$ cat config.mk
export PLATFORM = sky130hd
export DESIGN_NAME = mips_instr_encoder
export DESIGN_NICKNAME = d
export VERILOG_FILES = /design/src/rtl/mips_instr_encoder.sv
export SDC_FILE = /design/constraint.sdc
export NUM_CORES = 1
export LEC_CHECK = 0
export ABC_AREA = 0
export CORE_ASPECT_RATIO = 1.1
export CORE_MARGIN = 5
export CORE_UTILIZATION = 30
export CTS_CLUSTER_SIZE = 25
export DETAILED_ROUTE_END_ITERATION = 12
export HOLD_SLACK_MARGIN = 0.02
export REMOVE_ABC_BUFFERS = 1
export SLEW_MARGIN = 20
export SYNTH_ARGS = -nofsm -noshare
export SYNTH_HDL_FRONTEND = slang
export SYNTH_SLANG_ARGS = --single-unit
export TNS_END_PERCENT = 50
$ cat constraint.sdc
create_clock -name i_clk -period 1.3 [get_ports i_clk]
set_clock_uncertainty 0.1 [all_clocks]
set_input_delay 0.39 -clock i_clk [delete_from_list [all_inputs] [get_ports i_clk]]
set_output_delay 0.39 -clock i_clk [all_outputs]
set_load 0.01 [all_outputs]
$ cat src/rtl/mips_instr_encoder.sv
// Symbolic instruction request -> 32-bit MIPS word encoder with a sequential imem write port.
// Optional SLL/SRL encoding is enabled by defining ENC_SHIFT_EN.
module mips_instr_encoder #(
    parameter int unsigned       ADDR_W    = 6,
    parameter logic [ADDR_W-1:0] BASE_ADDR = '0
) (
    input  logic              i_clk,
    input  logic              i_rst_n,
    input  logic              i_start,
    input  logic              i_in_valid,
    output logic              o_in_ready,
    input  logic              i_in_last,
    input  logic [4:0]        i_op_sel,
    input  logic [4:0]        i_rs,
    input  logic [4:0]        i_rt,
    input  logic [4:0]        i_rd,
    input  logic [15:0]       i_imm,
    output logic              o_imem_we,
    output logic [ADDR_W-1:0] o_imem_addr,
    output logic [31:0]       o_imem_wdata,
    output logic              o_busy,
    output logic              o_done,
    output logic              o_full,
    output logic              o_err,
    output logic [ADDR_W:0]   o_word_count
);

    typedef enum logic [1:0] {StIdle, StLoad, StDone, StFull} state_e;

    // Address of the last slot of a load; accepting into it without in_last exhausts memory.
    localparam logic [ADDR_W-1:0] LAST_ADDR = BASE_ADDR - 1'b1;

    state_e              r_state;
    state_e              w_state_d;
    logic                r_we;
    logic [ADDR_W-1:0]   r_addr;
    logic [ADDR_W-1:0]   r_ptr;
    logic [31:0]         r_wdata;
    logic                r_err;
    logic [ADDR_W:0]     r_count;

    logic                w_accept;
    logic                w_restart;
    logic [31:0]         w_word;
    logic                w_illegal;
    logic [31:0]         w_rtype;
    logic [25:0]         w_ifields;

    assign w_accept  = i_in_valid && (r_state == StLoad);
    assign w_restart = i_start && (r_state != StLoad);
    assign w_rtype   = {6'h00, i_rs, i_rt, i_rd, 5'h00, 6'h00};
    assign w_ifields = {i_rs, i_rt, i_imm};

    always_comb begin
        w_word    = 32'h0;
        w_illegal = 1'b0;
        case (i_op_sel)
            5'd0:  w_word = w_rtype | 32'h20;
            5'd1:  w_word = w_rtype | 32'h21;
            5'd2:  w_word = w_rtype | 32'h22;
            5'd3:  w_word = w_rtype | 32'h23;
            5'd4:  w_word = w_rtype | 32'h24;
            5'd5:  w_word = w_rtype | 32'h25;
            5'd6:  w_word = w_rtype | 32'h27;
            5'd7:  w_word = w_rtype | 32'h2A;
            5'd8:  w_word = w_rtype | 32'h2B;
            5'd9:  w_word = {6'h00, i_rs, 15'h0000, 6'h08};
            5'd10: w_word = {6'h08, w_ifields};
            5'd11: w_word = {6'h09, w_ifields};
            5'd12: w_word = {6'h23, w_ifields};
            5'd13: w_word = {6'h2B, w_ifields};
            5'd14: w_word = {6'h04, w_ifields};
            5'd15: w_word = 32'h0;
`ifdef ENC_SHIFT_EN
            5'd16: w_word = {11'h000, i_rt, i_rd, i_imm[4:0], 6'h00};
            5'd17: w_word = {11'h000, i_rt, i_rd, i_imm[4:0], 6'h02};
`endif
            // Illegal requests still consume a slot, written as NOP.
            default: w_illegal = 1'b1;
        endcase
    end

    always_comb begin
        w_state_d = r_state;
        case (r_state)
            StIdle, StDone, StFull: begin
                if (i_start) w_state_d = StLoad;
            end
            StLoad: begin
                if (w_accept) begin
                    if (i_in_last)               w_state_d = StDone;
                    else if (r_ptr == LAST_ADDR) w_state_d = StFull;
                end
            end
            default: w_state_d = StIdle;
        endcase
    end

    always_ff @(posedge i_clk or negedge i_rst_n) begin
        if (!i_rst_n) begin
            r_state <= StIdle;
            r_we    <= 1'b0;
            r_addr  <= BASE_ADDR;
            r_ptr   <= BASE_ADDR;
            r_wdata <= 32'h0;
            r_err   <= 1'b0;
            r_count <= '0;
        end else begin
            r_state <= w_state_d;
            r_we    <= w_accept;
            if (w_restart) begin
                r_addr  <= BASE_ADDR;
                r_ptr   <= BASE_ADDR;
                r_err   <= 1'b0;
                r_count <= '0;
            end else begin
                if (r_we) r_count <= r_count + 1'b1;
                if (w_accept) begin
                    r_addr  <= r_ptr;
                    r_ptr   <= r_ptr + 1'b1;
                    r_wdata <= w_word;
                    if (w_illegal) r_err <= 1'b1;
                end
            end
        end
    end

    assign o_in_ready   = (r_state == StLoad);
    assign o_busy       = (r_state == StLoad);
    assign o_done       = (r_state == StDone);
    assign o_full       = (r_state == StFull);
    assign o_imem_we    = r_we;
    assign o_imem_addr  = r_addr;
    assign o_imem_wdata = r_wdata;
    assign o_err        = r_err;
    assign o_word_count = r_count;

endmodule

# --- Word-level counts from Yosys, hierarchy flattened ---
# Cells that the tools add are included.
totals:
  register_bits: 55
  output_inout_bits: 51
  in_bits: 41
classes:
  bitwise: 1
  n_eq_ne: 24
  n_reduce_logical: 11
  add_sub_neg: 2
  n_mux: 15
op_table:
  columns: ["op", "count"]
  rows:
  - ["$pmux 32 s15", 1]
  - ["$eq 5x4->1 const B", 8]
  - ["$mux 6", 4]
  - ["$eq 5x3->1 const B", 4]
  - ["$reduce_or 16->1", 1]
  - ["$mux 7", 2]
  - ["$eq 5x2->1 const B", 2]
  - ["$mux 2", 4]
  - ["$add 7x1->7 const B", 1]
  - ["$add 6x1->6 const B", 1]
  - ["$eq 6x6->1 const B", 1]
  - ["$ne 2x1->1 const B", 3]
  - ["$eq 5x1->1 const B", 1]
  - ["$logic_not 5->1", 1]
  - ["$eq 2x2->1 const B", 2]
  - ["$pmux 2 s2", 1]
  - ["$reduce_and 2->1", 2]
  - ["$reduce_bool 2->1", 2]
  - ["$mux 1", 3]
  - ["$ne 3x2->1 const B", 1]
  - ["$reduce_and 3->1", 1]
  - ["$reduce_or 3->1", 1]
  - ["$eq 2x1->1 const B", 1]
  - ["$logic_and 1x1->1", 2]
  - ["3 further kinds", 3]

# --- Depth between registers and ports, before layout ---
logic_depth:
  ltp_word: 5
  ltp_mapped: 7
  depth_no_buf: 6

# --- Worst setup path before layout ---
# OpenSTA, ideal clock, no wires.
synth_timing:
  path_type: "input -> register"
  from: "in i_op_sel[2]"
  to: "reg r_wdata[11] (netlist: o_imem_wdata[11])"
  t_required_ns: 1.126
  arrival_ns: 1.263
  path_slack_ns: -0.137
  stages: 5
  path_cell_list: "buf_4 > or3_4 > a21oi_4 > a22oi_1 > o21ai_2"
synth_via:
  elab_chain_len: 2
synth_lines:
  columns: ["element", "line_no", "rtl"]
  rows:
  - ["from (decl)", "13", "input logic [4:0] i_op_sel,"]
  - ["$eq 5x4->1, or another cell as far along", "57", "case (i_op_sel)"]
  - ["$pmux 32 s15 *", "57", null]
  - ["to (signal assigned)", "121", "r_wdata <= w_word;"]
  - ["to (decl)", "38", "logic [31:0] r_wdata;"]
# Mark *: on every way between the ends. The rest lies on a longest branch, timed or not.
# A chain may end at the register's enable or synchronous reset.

# --- Worst setup path after layout ---
layout_timing:
  from: "reg r_state[1]"
  to: "out o_busy"
layout_via:
  elab_chain_len: 1
layout_lines:
  columns: ["element", "line_no", "rtl"]
  rows:
  - ["from (decl)", "33", "state_e r_state;"]
  - ["from (signal assigned)", "101", "r_state <= StIdle;"]
  - ["from (signal assigned)", "109", "r_state <= w_state_d;"]
  - ["$eq 2x1->1", "129", "assign o_busy = (r_state == StLoad);"]
  - ["to (decl)", "21", "output logic o_busy,"]
# No other way between the ends.

==> out/qor.yml <==
status:
  outcome: "finished with violations"
  violations: "negative setup slack"
cts:
  clock_latency_ns: 0.29
  clock-sinks: 53
  cts_tree: "yes"
  htree_levels: 2
  cts_root_buf: "clkbuf_8"
  clk_pin_slew_ns: 0.09
  numCtsBuffers: 5
  clock_path_buffers: 2
die:
  initial_core_util_pct: 30.9
  core-area_um2: 7910
  rows: 34
  die_w_um: 96.0
  pin_count: 92
  die_area_um2: 10000
  die_y_um: 105
global_routing:
  grt_max_degree: 54
  grt_usage_pct: 14.0
  grt_pass1_wl_um: 11200
  grt_pass1_vias: 2266
  grt-ovfl-total: 0
  antenna_found_initial: 0
synth:
  yosysTopAreaCellShare_pct: 54.3
  synthesis.area_um2: 2440
  ys_ff_latch: 53
  avgSynthCellArea_um2: 9.80
  synth_edf_count: 0
  seq_area_frac_synth_pct: 54.3
  yosys.area.top_type: "dfrtp_1"
  syn_inst: 249
  synth_flop_cell: "dfrtp_1"
  synthArstFlopShare_pct: 100
  ys_types: 45
  ys_warn_count: 0
  synth.area.top_cells: "dfrtp_1, nand2_1, a22o_1"
worst_setup_path:
  crit_end: "o_busy"
  crit_path_max_fanout: 3
  worstRegToRegCells: 7
  crit_path_start_kind: "flop"
  crit_start: "r_state[1]"
  r2r_slack_ns: -0.28
  r2r_end: "o_imem_wdata[0]"
  critPathCaptureType: "output port"
  path_class: "flop to output port"
  cp.arrival_ns: 1.10
  cp.required_ns: 0.81
  timing.rr.start: "r_state[1]"
finish:
  final_common_cell: "buf_4"
  diodes: 0
  layout_common_cells: "buf_4, dfrtp_1, nand2_1"
  layout-drive-gt1-share_pct: 41.6
  design_area_um2: 4170
  regArea_um2: 1330
  final_util_pct: 52.7
  fillerInstances: 766
  areaGrowthSynthToFinish_pct: 70.9
  nets: 447
  multi_input_area_um2: 1180
drt:
  wl_per_cell_um: 14.1
  firstDrtPassIters: 4
  vias_per_cell: 4.60
  drtAntennaViolNets: 0
  drt_wl_total_um: 7220
  drt_iter0_drc: 70
  num_vias: 2354
  drcViolationCount: 0
sta:
  drv_slew: 0
  setup_viol: 100
  finalCritPeriodShare_pct: 122
  finalHoldViolations: 0
  rsz0062_at_grt: "true"
  setup_ws_ns: -0.288
  post-route-min-period_ns: 1.59
  clock.fmax_ghz: 0.630
place:
  port_buffers: 90
  dp_hpwl_um: 5130
  place_area_um2: 3780
  globalplace.congestion: 0.860
run:
  maxCapViolCount: 0
power_and_ir_drop:
  vdd_drop_max_v: 0.000533
  p_leak_nw: 2.10
  powerDensity_nw_per_um2: 1220
  finalPower_mw: 5.10
worst_hold_path:
  hp-class: "flop to flop"
## cell families (layout without fill, tap and decap cells)
family | after synthesis | count (layout) | share of synthesized area, %
compound gates | 60 | 60 | 17.1
other cells | 1 | 1 | 0.154
xor+xnor | 9 | 9 | 3.23
fa+ha+maj | 2 | 2 | 1.02
simple gates | 101 | 101 | 18.7
mux | 1 | 1 | 0.410
flops | 53 | 53 | 54.3
buf+inv | 22 | 177 | 5.07
## through the flow
step | setup slack, ns | cells | TNS, ns | hold slack (ns)
after floorplan | -0.531 | 233 | -14.02 | -0.00559
after global placement | -0.668 | 482 | -29.83 | 0.308
after detailed placement | -0.707 | 482 | -30.01 | 0.310
after CTS | -0.276 | 504 | -10.42 | 0.380
after global routing | -0.355 | 512 | -16.29 | 0.419
final | -0.288 | 512 | -10.35 | 0.374
## cells in the mapped netlist, drive strengths merged, types with 3 or more instances
cell type  instances
dfrtp             53
o41ai              4
buf               13
and3               3
or3                3
nand2             58
nor2              16
clkbuf             3
o21ai             18
a22o               8
inv                6
nand3             11
a21oi             13
a22oi              5
xor2               7
nor2b              3
nand4              3
## flip-flops by register name, indices dropped and copies added, names as in the netlist
name and cells:
o_err 1, o_imem_addr 6, o_imem_wdata 30, o_imem_we 1
o_word_count 7, r_ptr 6, r_state 2
## power by group
group	switching (mW)	internal [mW]
clock	0.497	0.424
sequential	0.197	1.93
combinational	0.915	1.14
## how the worst min path moves through the flow
stage,start,end,slack (ns),depth (start not counted)
finish,o_imem_wdata[10],o_imem_wdata[10],0.37,2
global route,o_imem_wdata[10],o_imem_wdata[10],0.42,2
CTS,o_imem_wdata[10],o_imem_wdata[10],0.38,2
detailed placement,i_rst_n,o_imem_addr[3],0.31,2
global placement,i_rst_n,o_imem_addr[3],0.31,2
floorplan,i_rst_n,o_err,-0.006,0
## layout make-up
class,instances,share of cell area [%]
clock buffers,7,2.07
inverters,6,0.840
multi-input cells,174,28.2
flip-flops and latches,53,31.8
well taps,108,3.24
repair buffers,164,33.8
## critical path: stages (launching register included)
cell and delay [ns]:
dfrtp_1 0.40, buf_6 0.13, nor2b_4 0.13, buf_2 0.15
## routing by layer
metal	vias to the layer above	GRT usage (%)	share of wire, %
li1	1159	-	-
met5	-	0	0
met2	60	22.9	51
met1	1128	18.7	43
met3	7	3.24	5.0
met4	0	3.05	0.53
## timing repair
action | 4_1_cts | 5_1_grt
pin swaps | 9 | 23
setup buffers | 13 | 8
setup endpoints to repair | 103 | 103
hold endpoints to repair | 53 | 0
hold buffers | 1 | 0
cloned | 1 | 2
resized for setup | 230 | 58
No activity file was read; power rests on OpenSTA's default activity.
